File: src/rtl/vmem_pkg.sv
// Shared types and geometry for the vector image memory read path.
// The helpers turn image parameters into the last valid chunk base address and the chunk count.
package vmem_pkg;

   typedef logic [15:0][15:0] vec_t;

   typedef enum logic {IDLE, RUN} strm_state_e;

   localparam int IMG_W_DEF   = 96;
   localparam int IMG_H_DEF   = 96;
   localparam int LANES_DEF   = 8;
   localparam int STARVE_DEF  = 4;

   localparam int AMAX   = IMG_W_DEF * IMG_H_DEF - LANES_DEF;
   localparam int NCHUNK = IMG_W_DEF * IMG_H_DEF / LANES_DEF;

   function automatic logic [15:0] amax_f(input int w, input int h, input int l);
      return 16'(w * h - l);
   endfunction

endpackage

File: src/rtl/vmem_stream_walker.sv
// Full-image chunk scanner: FSM, fetch pointer, one-entry output buffer, busy/done.
// The buffer may be refilled in the same cycle it is drained, so a ready consumer sees no bubbles.
module vmem_stream_walker
   import vmem_pkg::*;
#(
   parameter int          LANES  = LANES_DEF,
   parameter logic [15:0] AMAX_L = 16'(AMAX)
) (
   input  logic        CLK,
   input  logic        RST_N,
   input  logic        strm_start,
   input  logic        strm_gnt,
   input  vec_t        mem_rd,
   input  logic        strm_ready,
   output logic [15:0] ptr,
   output logic        strm_elig,
   output logic        strm_valid,
   output vec_t        strm_data,
   output logic [15:0] strm_addr,
   output logic        strm_busy,
   output logic        strm_done
);

   strm_state_e state, state_nx;
   logic        hs, hs_last;

   assign hs        = strm_valid & strm_ready;
   assign hs_last   = hs & (strm_addr == AMAX_L);
   assign strm_busy = (state == RUN);
   assign strm_elig = (state == RUN) & (ptr <= AMAX_L) & (~strm_valid | strm_ready);

   always_ff @(posedge CLK or negedge RST_N) begin
      if (!RST_N) state <= IDLE;
      else        state <= state_nx;
   end

   always_comb begin
      state_nx = state;
      case (state)
         IDLE:    if (strm_start) state_nx = RUN;
         RUN:     if (hs_last)    state_nx = IDLE;
         default: state_nx = IDLE;
      endcase
   end

   always_ff @(posedge CLK or negedge RST_N) begin
      if (!RST_N) begin
         ptr        <= '0;
         strm_valid <= 1'b0;
         strm_data  <= '0;
         strm_addr  <= '0;
         strm_done  <= 1'b0;
      end else begin
         strm_done <= (state == RUN) & hs_last;
         if (state == IDLE) ptr <= '0;
         else if (strm_gnt) ptr <= ptr + 16'(LANES);
         // A grant wins over the drain: the handshaken chunk is replaced in place.
         if (strm_gnt) begin
            strm_valid <= 1'b1;
            strm_data  <= mem_rd;
            strm_addr  <= ptr;
         end else if (hs) begin
            strm_valid <= 1'b0;
         end
      end
   end

endmodule

File: src/rtl/vmem_read_arbiter.sv
// Shares the combinational image-memory read port between CPU loads and the stream walker.
// CPU has priority; a saturating starve counter guarantees the stream a slot every STARVE_MAX+1 cycles.
module vmem_read_arbiter
   import vmem_pkg::*;
#(
   parameter int IMAGE_WIDTH  = IMG_W_DEF,
   parameter int IMAGE_HEIGHT = IMG_H_DEF,
   parameter int LANES        = LANES_DEF,
   parameter int STARVE_MAX   = STARVE_DEF
) (
   input  logic        CLK,
   input  logic        RST_N,
   input  logic        cpu_req,
   input  logic [15:0] cpu_addr,
   output logic        cpu_gnt,
   output logic        cpu_rvalid,
   output vec_t        cpu_rdata,
   output logic        cpu_err,
   input  logic        strm_start,
   output logic        strm_busy,
   output logic        strm_done,
   output logic        strm_valid,
   input  logic        strm_ready,
   output vec_t        strm_data,
   output logic [15:0] strm_addr,
   output logic [15:0] mem_addr,
   input  vec_t        mem_rd
);

   localparam logic [15:0] AMAX_L = amax_f(IMAGE_WIDTH, IMAGE_HEIGHT, LANES);
   localparam int          SW     = $clog2(STARVE_MAX + 1);
   localparam logic [SW-1:0] SMAX = SW'(STARVE_MAX);

   logic          strm_elig, strm_gnt, cpu_oob;
   logic [15:0]   ptr;
   logic [SW-1:0] starve_cnt;

   assign cpu_oob  = cpu_addr > AMAX_L;
   assign strm_gnt = strm_elig & (~cpu_req | (starve_cnt == SMAX));
   assign cpu_gnt  = RST_N & cpu_req & ~strm_gnt;

   always_comb begin
      mem_addr = '0;
      if (RST_N) begin
         if (cpu_gnt)       mem_addr = cpu_addr;
         else if (strm_gnt) mem_addr = ptr;
      end
   end

   // Only CPU wins that actually blocked a ready stream count towards starvation.
   always_ff @(posedge CLK or negedge RST_N) begin
      if (!RST_N)                                      starve_cnt <= '0;
      else if (strm_gnt)                               starve_cnt <= '0;
      else if (cpu_gnt & strm_elig & (starve_cnt != SMAX)) starve_cnt <= starve_cnt + 1'b1;
   end

   always_ff @(posedge CLK or negedge RST_N) begin
      if (!RST_N) begin
         cpu_rvalid <= 1'b0;
         cpu_err    <= 1'b0;
         cpu_rdata  <= '0;
      end else begin
         cpu_rvalid <= cpu_gnt;
         cpu_err    <= cpu_gnt & cpu_oob;
         if (cpu_gnt) cpu_rdata <= cpu_oob ? '0 : mem_rd;
      end
   end

   vmem_stream_walker #(.LANES(LANES), .AMAX_L(AMAX_L)) u_walker (
      .CLK        (CLK),
      .RST_N      (RST_N),
      .strm_start (strm_start),
      .strm_gnt   (strm_gnt),
      .mem_rd     (mem_rd),
      .strm_ready (strm_ready),
      .ptr        (ptr),
      .strm_elig  (strm_elig),
      .strm_valid (strm_valid),
      .strm_data  (strm_data),
      .strm_addr  (strm_addr),
      .strm_busy  (strm_busy),
      .strm_done  (strm_done)
   );

endmodule

File: config.mk
export PLATFORM = sky130hd
export DESIGN_NAME = vmem_read_arbiter
export DESIGN_NICKNAME = d
export VERILOG_FILES = /design/src/rtl/vmem_pkg.sv /design/src/rtl/vmem_stream_walker.sv /design/src/rtl/vmem_read_arbiter.sv
export SDC_FILE = /design/constraint.sdc
export NUM_CORES = 1
export LEC_CHECK = 0
export CORE_AREA = 3 3 319 321
export DETAILED_ROUTE_END_ITERATION = 10
export DIE_AREA = 0 0 322 324
export PLACE_DENSITY_LB_ADDON = 0.12
export SLEW_MARGIN = 0
export SYNTH_ARGS = -nofsm -noshare
export SYNTH_HDL_FRONTEND = slang
export SYNTH_SLANG_ARGS = --single-unit
File: constraint.sdc
create_clock -name CLK -period 3.1 [get_ports CLK]
set_input_delay 0.465 -clock CLK [delete_from_list [all_inputs] [get_ports CLK]]
set_output_delay 0.465 -clock CLK [all_outputs]
set_load 0.01 [all_outputs]
### Word level (Yosys, flattened, before mapping)

Cells that the tools add are included.
Widths: inputs -> output; s select.

* $add $sub $neg: 2
* magnitude comparators: 2
* eq/ne operators: 4
* multiplexer cells: 13
* bitwise gates (word level): 17
* reductions and logical operators: 2

Operators with widths (number)
* $mux 256: 1
* $mux 16: 5
* $add 16x4->16 const B: 1
* $eq 16x14->1 const B: 1
* $gt 16x14->1 const B: 1
* $le 16x14->1 const B: 1
* $and 1x1->1: 11
* $mux 3: 2
* $mux 1: 4
* $not 1->1: 4
* $reduce_bool 2->1: 2
* $add 3x1->3 const B: 1
* $eq 3x3->1 const B: 1
* $ne 3x3->1 const B: 1
* $ne 2x2->1 const B: 1
* $or 1x1->1: 2
* $pmux 1 s2: 1

* register bits: 552
* input bits: 277
* output and inout bits: 550
* logic and storage cells: 80

### Longest topological paths before layout

* depth in word-level cells: 10
* depth in mapped cells: 9
* mapped depth without buffers: 6

### Hierarchy

Synthesis repeated with hierarchy kept, for this count alone.

* cells, all modules: 1853
* area, all modules: 25593.3 um2

Modules (own cells, without submodules)
* vmem_read_arbiter: times used 1, cells each 1198, area an instance 14799.2 um2, sequential area each 6531.3 um2
* vmem_stream_walker: times used 1, cells each 655, area an instance 10794.1 um2, sequential area each 7131.8 um2

### Least setup slack after synthesis

No wires, ideal clock.

* path type: reg2out
* start point: reg u_walker.ptr[12]
* end point: out mem_addr[0]
* arrival: 1908 ps
* data required time: 2635 ps
* setup slack: 727 ps
* cell stages (with the launch flop): 7
* buffers on the path: 2
* cells stage by stage: dfrtp_1 -> o31a_1 -> o41ai_4 -> buf_4 -> buf_4 -> inv_2 -> and2_1

* cells in the longest elaborated chain, start to end: 8
* elaborated cells between the ends (all ways): 9
* those cells by class: order compare (1); mux (3); bitwise (5)

RTL lines
* start: declaration: line vmem_stream_walker.sv:15 `output logic [15:0] ptr,`
* start signal: assignment: line vmem_stream_walker.sv:56 `else if (strm_gnt) ptr <= ptr + 16'(LANES);`
* $le 16x14->1: line vmem_stream_walker.sv:30 `assign strm_elig = (state == RUN) & (ptr <= AMAX_L) & (~strm_valid | strm_ready);`
* $and 1x1->1 (2 in a row): line vmem_stream_walker.sv:30
* $and 1x1->1: line vmem_read_arbiter.sv:39 `assign strm_gnt = strm_elig & (~cpu_req | (starve_cnt == SMAX));`
* $not 1->1: line vmem_read_arbiter.sv:40 `assign cpu_gnt = RST_N & cpu_req & ~strm_gnt;`
* $and 1x1->1: line vmem_read_arbiter.sv:40
* via cpu_gnt: line vmem_read_arbiter.sv:15 `output logic cpu_gnt,`
* $mux 16: line vmem_read_arbiter.sv:45 `if (cpu_gnt) mem_addr = cpu_addr;`
* $mux 16: line vmem_read_arbiter.sv:44 `if (RST_N) begin`
* end: declaration: line vmem_read_arbiter.sv:26 `output logic [15:0] mem_addr,`

The timed path passes the listed nets, and every way through them passes these cells.

### Final worst setup path

* start point: reg u_walker.ptr[10]
* end point: out mem_addr[7]

* cells in the longest elaborated chain, start to end: 8
* elaborated cells between the ends (all ways): 9
* those cells by class: order compare (1); mux (3); bitwise (5)

RTL lines (line)
* $le 16x14->1 (*): vmem_stream_walker.sv:30
* $and 1x1->1 (*) (2 in a row): vmem_stream_walker.sv:30
* $and 1x1->1 (*): vmem_read_arbiter.sv:39
* $not 1->1: vmem_read_arbiter.sv:40
* $and 1x1->1: vmem_read_arbiter.sv:40
* $mux 16 (*): vmem_read_arbiter.sv:45
* $mux 16 (*): vmem_read_arbiter.sv:44

Every way passes the cells marked *; elsewhere a longest branch is shown, timed or not.

==> metrics.yaml <==
timing:
  fin_ws_ps: 191.8
  fmax_ghz: 0.3439
  finalSetupViolCount: 0
  hold_viol_final: 0
  slew_headroom_pct: 42.32
  slew_viol_final: 0
  worst_clock_skew_ps: 34.03
  fin_crit_sh_pct: 93.81
  fin_crit_ps: 2908
  rsz0062_at_grt: "false"
  setup_tns_ps: 0
  max_slew.worst_pin.slew_ps: 865.2
synthesis:
  netlist_instances: 2400
  yosys.cell_types.count: 40
  netlist_area_um2: 21430
  yosys_warnings: 0
  synth_seq_area_share_pct: 63.76
  synth.ff_latch_count: 546
  syn_avg_cell_area_um2: 8.928
global_route:
  grt_pass1_wl_mm: 137.9
  grt_pass1_vias: 19330
  grtUsageTotal_pct: 17.88
  antenna_found_initial: 17
  grt_max_degree: 134
  overflow: 0
worst_setup_path:
  critPathKind: "reg -> out"
  worst_setup_path_end_kind: "output port"
  r2r_cells: 8
  r2r_end: "u_walker.strm_data[11]"
  rrSetupSlack_ps: 570
  required_ps: 2630
  critPathLaunchType: "flip-flop"
  rr_startpoint: "u_walker.ptr[10]"
  crit_fanout: 11
  worstPathArrival_ps: 2440
routing:
  dr.pass1.iters: 5
  avgRoutedWirePerCell_um: 20.92
  wl_mm: 95.64
  via_count: 18800
  ant_nets: 0
  drt_iter0_drc: 980
  route.detailed.drc: 0
  viasPerCell: 4.111
clocking:
  clock_sinks: 546
  cts-buffers-inserted: 71
  clk_latency_ps: 630
  htree_levels: 3
  cts_buffer_depth: 3
  clockRootBuffer: "clkbuf_16"
  cts_tree: "yes"
  clk_pin_slew_ps: 60
floorplan:
  die_w_um: 322
  die_area_um2: 104300
  num_rows: 116
  coreArea_um2: 99570
  ioPinCount: 827
  start_util_pct: 21.52
  fp.dieH_um: 324
hold_path:
  min_to: "u_walker.strm_data[145]"
  hold_class: "in -> reg"
  min_from: "mem_rd[145]"
  whs_path_depth: 3
power:
  irDropWorstVdd_uv: 326.5
  power_leakage_nw: 15.28
  fin_total_pwr_w: 0.02119
  p_per_area_nw_per_um2: 625.9
job:
  drv_cap: 0
layout:
  final_common_cell: "nand2_1"
  nets: 3496
  fillCellCount: 10410
  final_cell_mix: "1324 x nand2_1, 806 x clkdlybuf4s50_1, 545 x dfrtp_1, 194 x o21ai_0, 75 x o21ai_1"
  drive_above_1_share_pct: 6.064
  area_delta_synth_final_pct: 58.04
place:
  port_buffers: 823
  preCtsSetupSlack_ps: 190.3
  place.gp.congestion: 0.8015
  dpl.hpwl_mm: 70.15
run_status:
  status: "completed"
## area by class of cell
class / instances / area (um^2) / share of cell area, %
repair buffers: 901 / 9156 / 27.04
clock inverters: 27 / 409.1 / 1.208
diodes: 9 / 22.52 / 0.06650
inverters: 4 / 15.01 / 0.04434
well taps: 1298 / 1624 / 4.796
clock buffers: 95 / 1978 / 5.841
flip-flops and latches: 546 / 13660 / 40.35
multi-input cells: 1692 / 6995 / 20.66
## worst max-delay path, cell delays in order (launching register included)
cell and delay, ps:
dfrtp_2 400, o31a_1 340, nor4_4 280, buf_4 180, bufbuf_16 270, nand3_1 80, o21ai_0 120, clkbuf_2 170
## through the flow
stage                     area, um^2  hold WS [ps]  utilization (%)  instances
after floorplan                21440         169.4                -       2402
after global placement         31370         456.6            31.50       4432
after detailed placement       31370         460.7            31.50       4432
after CTS                      33840         329.0            33.99       4563
after global routing           33850         370.8            34.00       4566
final                          33870         395.0            34.01       4572
## report_power, final
group          internal [W]  switching (W)  total [W]  leakage, nW
Sequential          0.00790       0.000536    0.00844         7.10
Clock               0.00517        0.00343    0.00859         1.16
Combinational       0.00203        0.00213    0.00417         7.02
## state kept, by name (all words and copies together) (netlist names)
name and flops:
cpu_err 1, u_walker.strm_done 1, cpu_rvalid 1, u_walker.strm_data 256, starve_cnt 3, cpu_rdata 256, u_walker.strm_valid 1, u_walker.ptr 13
u_walker.strm_addr 13, u_walker.strm_busy 1
## logic make-up after synthesis
group | count (synthesis) | synth area share, %
AO/OA/AOI/OAI | 288 | 7.013
XOR/XNOR | 2 | 0.08176
adder cells (fa/ha/maj) | 3 | 0.1752
buffers and inverters | 164 | 3.749
flip-flops | 546 | 63.76
multiplexers | 3 | 0.1460
other | 1 | 0.01750
AND/OR/NAND/NOR | 1393 | 25.06
## cells in the mapped netlist
cell	number	area (um^2)
o21ai_0	194	970.9
nor3_1	4	20.02
nor2_1	8	30.03
clkbuf_1	74	277.8
xnor2_1	2	17.52
dfrtp_1	546	13660
nand4b_1	1	8.760
nor4b_1	1	8.760
inv_1	3	11.26
o31a_1	2	17.52
a21boi_0	1	7.510
nand2b_1	1	6.260
conb_1	1	3.750
buf_4	32	240.2
a22o_1	1	8.760
and4_1	1	8.760
mux2i_1	2	20.02
nor4_1	2	12.51
or3b_1	1	8.760
clkbuf_2	1	5.000
o211ai_1	1	7.510
o41ai_4	1	27.53
ha_1	3	37.54
nand3_1	26	130.1
and3_1	1	6.260
o21ai_1	75	375.4
nand4_1	7	43.79
inv_2	1	3.750
a21oi_1	5	25.02
o21a_1	2	15.01
buf_2	53	265.3
o31ai_1	5	37.54
mux2_2	1	11.26
or4_1	3	22.52
o311a_1	1	10.01
nor4_2	1	12.51
and2_1	10	62.56
or4_4	1	11.26
nor2b_1	1	6.260
nand2_1	1324	4970
## how the worst max path moves through the flow
| stage | from | to | cells after the start |
|---|---|---|---|
| finish | u_walker.ptr[10] | mem_addr[7] | 7 |
| global route | u_walker.ptr[15] | mem_addr[7] | 7 |
| CTS | u_walker.ptr[15] | mem_addr[15] | 5 |
| detailed placement | cpu_req | mem_addr[8] | 6 |
| global placement | cpu_req | mem_addr[10] | 6 |
| floorplan | u_walker.ptr[12] | mem_addr[0] | 6 |
## metal layers
metal	share of wire, %	vias to the layer above	global-route usage [%]
li1	-	9191	-
met1	39	8844	20.52
met2	48	605	29.42
met3	10	139	8.173
met4	2.9	18	6.309
met5	0.13	-	0
## repair_timing
item | CTS | global route
buffers inserted | 7 | 0
hold endpoints to repair | 36 | 0
endpoints found under the setup margin | 16 | 8
pin swaps | 3 | 0
hold buffers | 1 | 0
resized for setup | 15 | 12
cloned | 1 | 0
No activity file was read; power rests on OpenSTA's default activity.
